--- config.mk ---
export PLATFORM = sky130hd
export DESIGN_NAME = core_lsu
export DESIGN_NICKNAME = d
export VERILOG_FILES = /design/src/rtl/core_lsu_pkg.sv /design/src/rtl/core_lsu_store_buffer.sv /design/src/rtl/core_lsu.sv
export SDC_FILE = /design/constraint.sdc
export NUM_CORES = 1
export LEC_CHECK = 0
export ABC_AREA = 1
export CAP_MARGIN = 20
export CORE_UTILIZATION = 55
export CTS_CLUSTER_DIAMETER = 150
export DETAILED_ROUTE_END_ITERATION = 7
export HOLD_SLACK_MARGIN = 0.12
export PLACE_DENSITY_LB_ADDON = 0.2
export REMOVE_ABC_BUFFERS = 1
export SLEW_MARGIN = 20
export SYNTH_ARGS = -nofsm -noshare
export SYNTH_HDL_FRONTEND = slang
export SYNTH_SLANG_ARGS = --single-unit
--- constraint.sdc ---
create_clock -name clk -period 4 [get_ports clk]
set_input_delay 0.8 -clock clk [delete_from_list [all_inputs] [get_ports clk]]
set_output_delay 0.8 -clock clk [all_outputs]
set_load 0.02 [all_outputs]
--- src/rtl/core_lsu_pkg.sv ---
// core_lsu_pkg: shared opcodes, FSM state encoding and default parameters
// for the core load/store unit. Optional feature macro: CORE_LSU_FWD_EN.
package core_lsu_pkg;

    localparam int DEF_DATA_W   = 8;
    localparam int DEF_OFFS_W   = 8;
    localparam int DEF_ID_W     = 4;
    localparam int DEF_SB_DEPTH = 4;

    // Same encoding as the memory enable port.
    localparam logic [1:0] LSU_OP_NONE = 2'b00;
    localparam logic [1:0] LSU_OP_LD   = 2'b01;
    localparam logic [1:0] LSU_OP_ST   = 2'b10;

    typedef enum logic [1:0] {
        IDLE     = 2'd0,
        ST_DRAIN = 2'd1,
        LD_WAIT  = 2'd2
    } lsu_state_t;

endpackage

--- src/rtl/core_lsu_store_buffer.sv ---
// core_lsu_store_buffer: circular store FIFO. With CORE_LSU_FWD_EN defined it
// also searches all valid entries for an address and returns the youngest hit.
module core_lsu_store_buffer #(
    parameter int DATA_W = 8,
    parameter int ADDR_W = 12,
    parameter int DEPTH  = 4
) (
    input  logic              clk,
    input  logic              reset,
    input  logic              push,
    input  logic [ADDR_W-1:0] push_addr,
    input  logic [DATA_W-1:0] push_data,
    input  logic              pop,
    output logic              full,
    output logic              empty,
    output logic [ADDR_W-1:0] head_addr,
    output logic [DATA_W-1:0] head_data
`ifdef CORE_LSU_FWD_EN
    ,
    input  logic [ADDR_W-1:0] lookup_addr,
    output logic              match,
    output logic [DATA_W-1:0] match_data
`endif
);

    localparam int PTR_W = $clog2(DEPTH);
    localparam int CNT_W = PTR_W + 1;

    logic [ADDR_W-1:0] addr_mem [DEPTH];
    logic [DATA_W-1:0] data_mem [DEPTH];
    logic [PTR_W-1:0]  head;
    logic [PTR_W-1:0]  tail;
    logic [CNT_W-1:0]  count;

    assign full      = (count == CNT_W'(DEPTH));
    assign empty     = (count == '0);
    assign head_addr = addr_mem[head];
    assign head_data = data_mem[head];

    // Pointers wrap naturally because DEPTH is a power of two.
    always_ff @(posedge clk or negedge reset) begin
        if (!reset) begin
            head  <= '0;
            tail  <= '0;
            count <= '0;
        end else begin
            if (push) tail <= tail + 1'b1;
            if (pop)  head <= head + 1'b1;
            case ({push, pop})
                2'b10:   count <= count + 1'b1;
                2'b01:   count <= count - 1'b1;
                default: ;
            endcase
        end
    end

    // Entry payload is only meaningful while counted, so it carries no reset.
    always_ff @(posedge clk) begin
        if (push) begin
            addr_mem[tail] <= push_addr;
            data_mem[tail] <= push_data;
        end
    end

`ifdef CORE_LSU_FWD_EN
    // Scan oldest to youngest so the youngest matching entry wins.
    always_comb begin
        match      = 1'b0;
        match_data = '0;
        for (int i = 0; i < DEPTH; i++) begin
            if ((CNT_W'(i) < count) && (addr_mem[head + PTR_W'(i)] == lookup_addr)) begin
                match      = 1'b1;
                match_data = data_mem[head + PTR_W'(i)];
            end
        end
    end
`endif

endmodule

--- src/rtl/core_lsu.sv ---
// core_lsu: non-blocking load/store unit between the XM stage and the shared
// memory port. Stores are buffered, one load is outstanding at a time.
// Optional feature macro: CORE_LSU_FWD_EN (store-to-load forwarding).
module core_lsu
    import core_lsu_pkg::*;
#(
    parameter int DATA_W   = DEF_DATA_W,
    parameter int OFFS_W   = DEF_OFFS_W,
    parameter int ID_W     = DEF_ID_W,
    parameter int SB_DEPTH = DEF_SB_DEPTH
) (
    input  logic                   clk,
    input  logic                   reset,
    input  logic                   req_valid,
    input  logic [1:0]             req_op,
    input  logic [ID_W+OFFS_W-1:0] req_addr,
    input  logic [DATA_W-1:0]      req_wdata,
    output logic                   req_ready,
    output logic                   ld_valid,
    output logic [DATA_W-1:0]      ld_data,
    output logic                   idle,
    output logic [1:0]             mem_enable,
    output logic [ID_W+OFFS_W-1:0] mem_addr,
    output logic [DATA_W-1:0]      mem_wr_data,
    input  logic [DATA_W-1:0]      mem_rd_data,
    input  logic                   mem_ready
);

    localparam int ADDR_W = ID_W + OFFS_W;

    lsu_state_t        state;
    logic              slot_valid;
    logic [ADDR_W-1:0] slot_addr;
    logic              sb_full;
    logic              sb_empty;
    logic [ADDR_W-1:0] sb_head_addr;
    logic [DATA_W-1:0] sb_head_data;
    logic              is_ld;
    logic              is_st;
    logic              st_accept;
    logic              ld_accept;
    logic              sb_pop;
    logic              fwd_hit;
    logic [DATA_W-1:0] fwd_data;
    logic              ld_eligible;

    assign is_ld     = (req_op == LSU_OP_LD);
    assign is_st     = (req_op == LSU_OP_ST);
    assign st_accept = req_valid && req_ready && is_st;
    assign ld_accept = req_valid && req_ready && is_ld;
    assign sb_pop    = (state == ST_DRAIN) && mem_ready;
    assign idle      = (state == IDLE) && sb_empty && !slot_valid;

    // Readiness depends only on registered occupancy, never on mem_ready.
    always_comb begin
        req_ready = 1'b1;
        if (is_st)      req_ready = !sb_full;
        else if (is_ld) req_ready = !slot_valid;
    end

`ifdef CORE_LSU_FWD_EN
    logic              sb_match;
    logic [DATA_W-1:0] sb_match_data;

    // Matching loads complete at accept; the rest never match a buffered
    // store of their own age, so the slot is always eligible.
    assign fwd_hit     = ld_accept && sb_match;
    assign fwd_data    = sb_match_data;
    assign ld_eligible = 1'b1;
`else
    assign fwd_hit     = 1'b0;
    assign fwd_data    = '0;
    assign ld_eligible = sb_empty;
`endif

    core_lsu_store_buffer #(
        .DATA_W (DATA_W),
        .ADDR_W (ADDR_W),
        .DEPTH  (SB_DEPTH)
    ) u_store_buffer (
        .clk         (clk),
        .reset       (reset),
        .push        (st_accept),
        .push_addr   (req_addr),
        .push_data   (req_wdata),
        .pop         (sb_pop),
        .full        (sb_full),
        .empty       (sb_empty),
        .head_addr   (sb_head_addr),
        .head_data   (sb_head_data)
`ifdef CORE_LSU_FWD_EN
        ,
        .lookup_addr (req_addr),
        .match       (sb_match),
        .match_data  (sb_match_data)
`endif
    );

    // Memory-side FSM, load slot and registered load/memory outputs.
    always_ff @(posedge clk or negedge reset) begin
        if (!reset) begin
            state       <= IDLE;
            slot_valid  <= 1'b0;
            slot_addr   <= '0;
            mem_enable  <= LSU_OP_NONE;
            mem_addr    <= '0;
            mem_wr_data <= '0;
            ld_valid    <= 1'b0;
            ld_data     <= '0;
        end else begin
            ld_valid <= 1'b0;
            if (ld_accept && !fwd_hit) begin
                slot_valid <= 1'b1;
                slot_addr  <= req_addr;
            end
            if (fwd_hit) begin
                ld_valid <= 1'b1;
                ld_data  <= fwd_data;
            end
            case (state)
                IDLE: begin
                    if (slot_valid && ld_eligible) begin
                        state      <= LD_WAIT;
                        mem_enable <= LSU_OP_LD;
                        mem_addr   <= slot_addr;
                    end else if (!sb_empty) begin
                        state       <= ST_DRAIN;
                        mem_enable  <= LSU_OP_ST;
                        mem_addr    <= sb_head_addr;
                        mem_wr_data <= sb_head_data;
                    end
                end
                ST_DRAIN: begin
                    if (mem_ready) begin
                        state      <= IDLE;
                        mem_enable <= LSU_OP_NONE;
                    end
                end
                LD_WAIT: begin
                    if (mem_ready) begin
                        state      <= IDLE;
                        mem_enable <= LSU_OP_NONE;
                        ld_valid   <= 1'b1;
                        ld_data    <= mem_rd_data;
                        slot_valid <= 1'b0;
                    end
                end
                default: state <= IDLE;
            endcase
        end
    end

endmodule

; Word level (Yosys, flattened, before mapping)
; Memories as Yosys holds them, arrays and structs flattened. A register that Yosys moved wholly into a read port is not among the register bits.
; Index checks and enable logic that the tools add are counted.
[totals]
ff_bits = 45
mem_bits_rw = 80
output_inout_bits = 33
word_cells = 67
n_memories = 2
[op_classes]
add_sub_neg = 4
n_eq_ne = 10
n_mux = 19
bitwise = 2
n_reduce_logical = 20
[memory_table]
columns = memory, words, word_bits, rd, rd_ports_with_merged_regs, wr, line
row1 = u_store_buffer.addr_mem, 4, 12, 1, 0, 1, core_lsu_store_buffer.sv:29  ; logic [ADDR_W-1:0] addr_mem [DEPTH];
row2 = u_store_buffer.data_mem, 4, 8, 1, 1, 1, core_lsu_store_buffer.sv:30  ; logic [DATA_W-1:0] data_mem [DEPTH];
[ops]
columns = operator, count
row1 = $mux W12, 2
row2 = $mux W2, 5
row3 = $mux W1, 9
row4 = $pmux W2 S2, 2
row5 = $logic_and A1 B1 Y1, 7
row6 = $eq A2 B1 Y1 const B, 3
row7 = $eq A2 B2 Y1 const B, 3
row8 = $pmux W3 S2, 1
row9 = $reduce_and A2 Y1, 3
row10 = $reduce_and A3 Y1, 2
row11 = $add A2 B1 Y2 const B, 2
row12 = $ne A2 B1 Y1 const B, 2
row13 = $reduce_bool A2 Y1, 2
row14 = $add A3 B1 Y3 const B, 1
row15 = $eq A3 B3 Y1 const B, 1
row16 = $logic_not A1 Y1, 3
row17 = $logic_not A3 Y1, 1
row18 = $ne A3 B2 Y1 const B, 1
row19 = $sub A3 B1 Y3 const B, 1
row20 = $logic_not A2 Y1, 1
row21 = $not A1 Y1, 2
row22 = $reduce_or A2 Y1, 1

; Longest topological paths before layout
[depth]
ltp_word = 8
depth_mapped = 10
mapped_depth_nobuf = 9

; Cells and area by module
; Synthesis repeated with hierarchy kept, for this count alone.
[hier_totals]
hier_cells = 499
area_unflattened_um2 = 5666.7
[by_module_without_submodules]
columns = module, n_inst, cells_each, area_per_inst_um2, seq_area_each_um2
row1 = core_lsu_store_buffer, 1, 282, 3622.2, 2577.5
row2 = core_lsu, 1, 217, 2044.5, 1151.1

; Least setup slack after synthesis
; Ideal clock, no wire load.
[synth_path]
path_kind = in2reg
startpoint = in req_op[1]
endpoint = mem u_store_buffer.addr_mem[0][0], enable pin
arrival_ns = 2.103
required_ns = 3.603
slack_ns = 1.500
cell_stages = 4
n_path_buf = 0
cell_sequence = inv_1 nor2_1 nand4_2 nor2_1
[synth_between]
elab_chain_cells = 7
[synth_rtl]
columns = element, line
row1 = from (decl), core_lsu.sv:15  ; input logic [1:0] req_op,
row2 = $eq A2 B1 Y1, core_lsu.sv:47  ; assign is_ld = (req_op == LSU_OP_LD);
row3 = $mux W1, core_lsu.sv:58  ; else if (is_ld) req_ready = !slot_valid;
row4 = $mux W1, core_lsu.sv:57  ; if (is_st) req_ready = !sb_full;
row5 = $logic_and A1 B1 Y1, core_lsu.sv:49  ; assign st_accept = req_valid && req_ready && is_st;
row6 = $logic_and A1 B1 Y1 *, core_lsu.sv:49
row7 = $mux W1 *, core_lsu_store_buffer.sv:59  ; if (push) begin
row8 = $mux W1 (not written as such) *, core_lsu_store_buffer.sv:60  ; addr_mem[tail] <= push_addr;
row9 = to (decl), core_lsu_store_buffer.sv:29
; Every way passes the cells marked *; elsewhere a longest branch is shown, timed or not.

; Worst setup path in the final report
[layout_path]
startpoint = in req_op[1]
endpoint = out req_ready
[layout_between]
elab_chain_cells = 3
[layout_rtl]
columns = element, line
row1 = $eq A2 B1 Y1, core_lsu.sv:47
row2 = $mux W1, core_lsu.sv:58
row3 = $mux W1 *, core_lsu.sv:57
row4 = to (decl), core_lsu.sv:18  ; output logic req_ready,
; Marked as above.

==> flow_summary.json <==
{
  "ys_ff_latch": 133,
  "holdBufCountCts": 0,
  "cp-end-kind": "output port",
  "fp.dieW_um": 103,
  "worst_pin_slew_ns": 0.931,
  "fin_tns_setup_ns": 0,
  "hold_ws_ns": 0.239,
  "synth.distinct_cells": 34,
  "wirelength_mm": 11.2,
  "synth_warnings": 0,
  "rsz0062_at_grt": "false",
  "cts_max_level": 4,
  "cts_max_path_buffers": 2,
  "core_um2": 9820,
  "final_max_slew_viol_count": 0,
  "worstSetupPathType": "in2out",
  "initial_core_util": 0.571,
  "fin_worst_skew_ns": 0.00818,
  "routabilityCongestion": 0.768,
  "layout-drive-gt1-share": 0.0979,
  "power_density_nw_per_um2": 754,
  "max_cap_viol_count": 0,
  "dr_total_vias": 3786,
  "vias_per_cell": 5.08,
  "routedWlPerCell_um": 15.0,
  "cts_tree": "yes",
  "rows": 36,
  "post_cts_buffers": 0,
  "area_growth_pct": 22.8,
  "postSynthAreaPerCell_um2": 10.6,
  "hold_violations": 0,
  "slew_headroom": 0.380,
  "io_pins": 67,
  "period_share": 0.756,
  "dp_slack_ns": 0.934,
  "netlist_area_um2": 5610,
  "crit_fanout": 3,
  "fmax_ghz": 0.330,
  "ant_nets": 0,
  "grt_overflow_total": 0,
  "status": "complete, no violations",
  "drc_errors": 0,
  "holdCritPathClass": "in2async",
  "clock-sinks": 133,
  "die_area_um2": 10600,
  "diodes": 0,
  "place_hpwl_mm": 6.62,
  "drt_iter0_markers": 240,
  "grt_pass1_wl_mm": 18.0,
  "cts-root-buf": "clkbuf_8",
  "worst_ep_required_time_ns": 3.20,
  "cts_resized": 0,
  "start_kind": "primary input",
  "clk_pin_slew_ns": 0.06,
  "nets": 644,
  "fp.dieH_um": 103,
  "clk_latency_ns": 0.53,
  "antenna_found_initial": 0,
  "min_period_ns": 3.03,
  "grt_use_total": 0.234,
  "setup_ws_ns": 0.974,
  "power_leakage_uw": 0.00302,
  "synth_seq_area_share": 0.665,
  "setup_viol": 0,
  "numCtsBuffers": 17,
  "io_buffer_count": 66,
  "peakVddDrop_uv": 523,
  "grt_max_degree": 38,
  "synth_cells": 529,
  "grt_pass1_vias": 3715,
  "arrival_ns": 2.23,
  "dr.pass1.iters": 5
}
cell usage in the layout, fill, tap and decap left out, drive strengths merged:
cell           count
inv               60
a21oi              2
clkinvlp           3
dfrtp             53
edfxtp            80
clkdlybuf4s50     65
or2                1
nand3             17
mux2               1
nand2            168
o21ai             39
xor2               2
clkinv             5
clkbuf            17
ha                 9
buf                7
nand4              3
nor2              65
xnor2              1
a21boi             2
fa                 1
o211ai            12
cell usage after synthesis:
cell type,instances,share of area
ha_1,9,0.020
a21boi_0,1,0.0013
xor2_1,2,0.0031
inv_2,1,0.00067
buf_1,1,0.00067
a21oi_1,2,0.0018
fa_1,1,0.0036
o21ai_1,14,0.012
nand4_2,1,0.0022
o21ai_0,25,0.022
xnor2_1,1,0.0016
buf_2,6,0.0054
clkbuf_1,4,0.0027
nor2_2,7,0.0078
clkbuf_2,1,0.00089
a21boi_4,1,0.0033
or2_2,1,0.0011
nor2_1,57,0.038
dfrtp_1,53,0.24
nand3_4,1,0.0031
buf_4,3,0.0040
clkinv_1,1,0.00067
nand3_1,15,0.013
mux2_2,1,0.0020
nand4_1,1,0.0011
o211ai_1,12,0.016
nand2_4,1,0.0020
nand3_2,1,0.0018
buf_6,5,0.010
inv_1,51,0.034
nand2_1,167,0.11
nor2_4,1,0.0020
edfxtp_1,80,0.43
nand4_4,1,0.0038
registers in the layout, summed over array words and instances (netlist names):
signal and cells:
ld_data 8, ld_valid 1, mem_addr 12, mem_enable 2
mem_wr_data 8, slot_addr 12, slot_valid 1, state 2
u_store_buffer.addr_mem 48, u_store_buffer.count 3, u_store_buffer.data_mem 32, u_store_buffer.head 2
u_store_buffer.tail 2
through the flow:
stage / power (uW) / cells / utilization / cell area, um^2
2_1_floorplan: 3120 / 509 / - / 5480
3_3_place_gp: 3740 / 714 / 0.647 / 6350
3_5_place_dp: 3820 / 714 / 0.647 / 6350
4_1_cts: 5230 / 746 / 0.701 / 6890
5_1_grt: 5540 / 746 / 0.701 / 6890
6_report: 5190 / 746 / 0.701 / 6890
worst paths after layout:
kind | from | to | slack (ns) | depth (start not counted)
min in group clk | mem_addr[3] | mem_addr[3] | 0.48 | 2
max in group asynchronous | reset | slot_addr[3] | 2.93 | 2
hold reg to reg | mem_addr[3] | mem_addr[3] | 0.48 | 2
setup / recovery | req_op[1] | req_ready | 0.97 | 5
setup reg to reg | u_store_buffer.head[1] | mem_wr_data[2] | 1.74 | 6
hold / removal | reset | mem_wr_data[6] | 0.24 | 1
per-layer routing:
metal | up-vias | part of all wire | track usage
met4 | 0 | 0.012 | 0.0953
li1 | 1857 | - | -
met1 | 1820 | 0.41 | 0.287
met3 | 13 | 0.053 | 0.0597
met5 | - | 0 | 0
met2 | 96 | 0.52 | 0.397
logic make-up (layout without fill, tap and decap cells):
logic type      Yosys count  count (layout)  synth area share
compound gates           55              55            0.0573
xor+xnor                  3               3           0.00469
fa+ha+maj                10              10            0.0237
buf+inv                  73             157            0.0591
flops                   133             133             0.665
mux                       1               1           0.00201
simple gates            254             254             0.188
power breakdown:
| part | switching, uW | total [uW] | internal (uW) | leakage (uW) |
|---|---|---|---|---|
| combinational | 1090 | 1810 | 716 | 0.00138 |
| clock | 617 | 1390 | 773 | 0.000257 |
| sequential | 236 | 1990 | 1760 | 0.00138 |
| total | 1950 | 5190 | 3240 | 0.00302 |
layout make-up:
| cell class | instances | area (um^2) |
|---|---|---|
| clock inverter | 15 | 119 |
| timing repair buffer | 72 | 701 |
| sequential | 133 | 3730 |
| clock buffer | 17 | 414 |
| tap | 133 | 166 |
| multi-input combinational | 323 | 1560 |
| inverter | 53 | 199 |
| fill | 733 | 2930 |
worst max-delay path, stage by stage:
cell and delay (ns):
clkdlybuf4s50_1 0.45, inv_1 0.08, nand3_1 0.10, a21boi_0 0.17, clkdlybuf4s50_1 0.62
(Power assumes the default switching activity.)
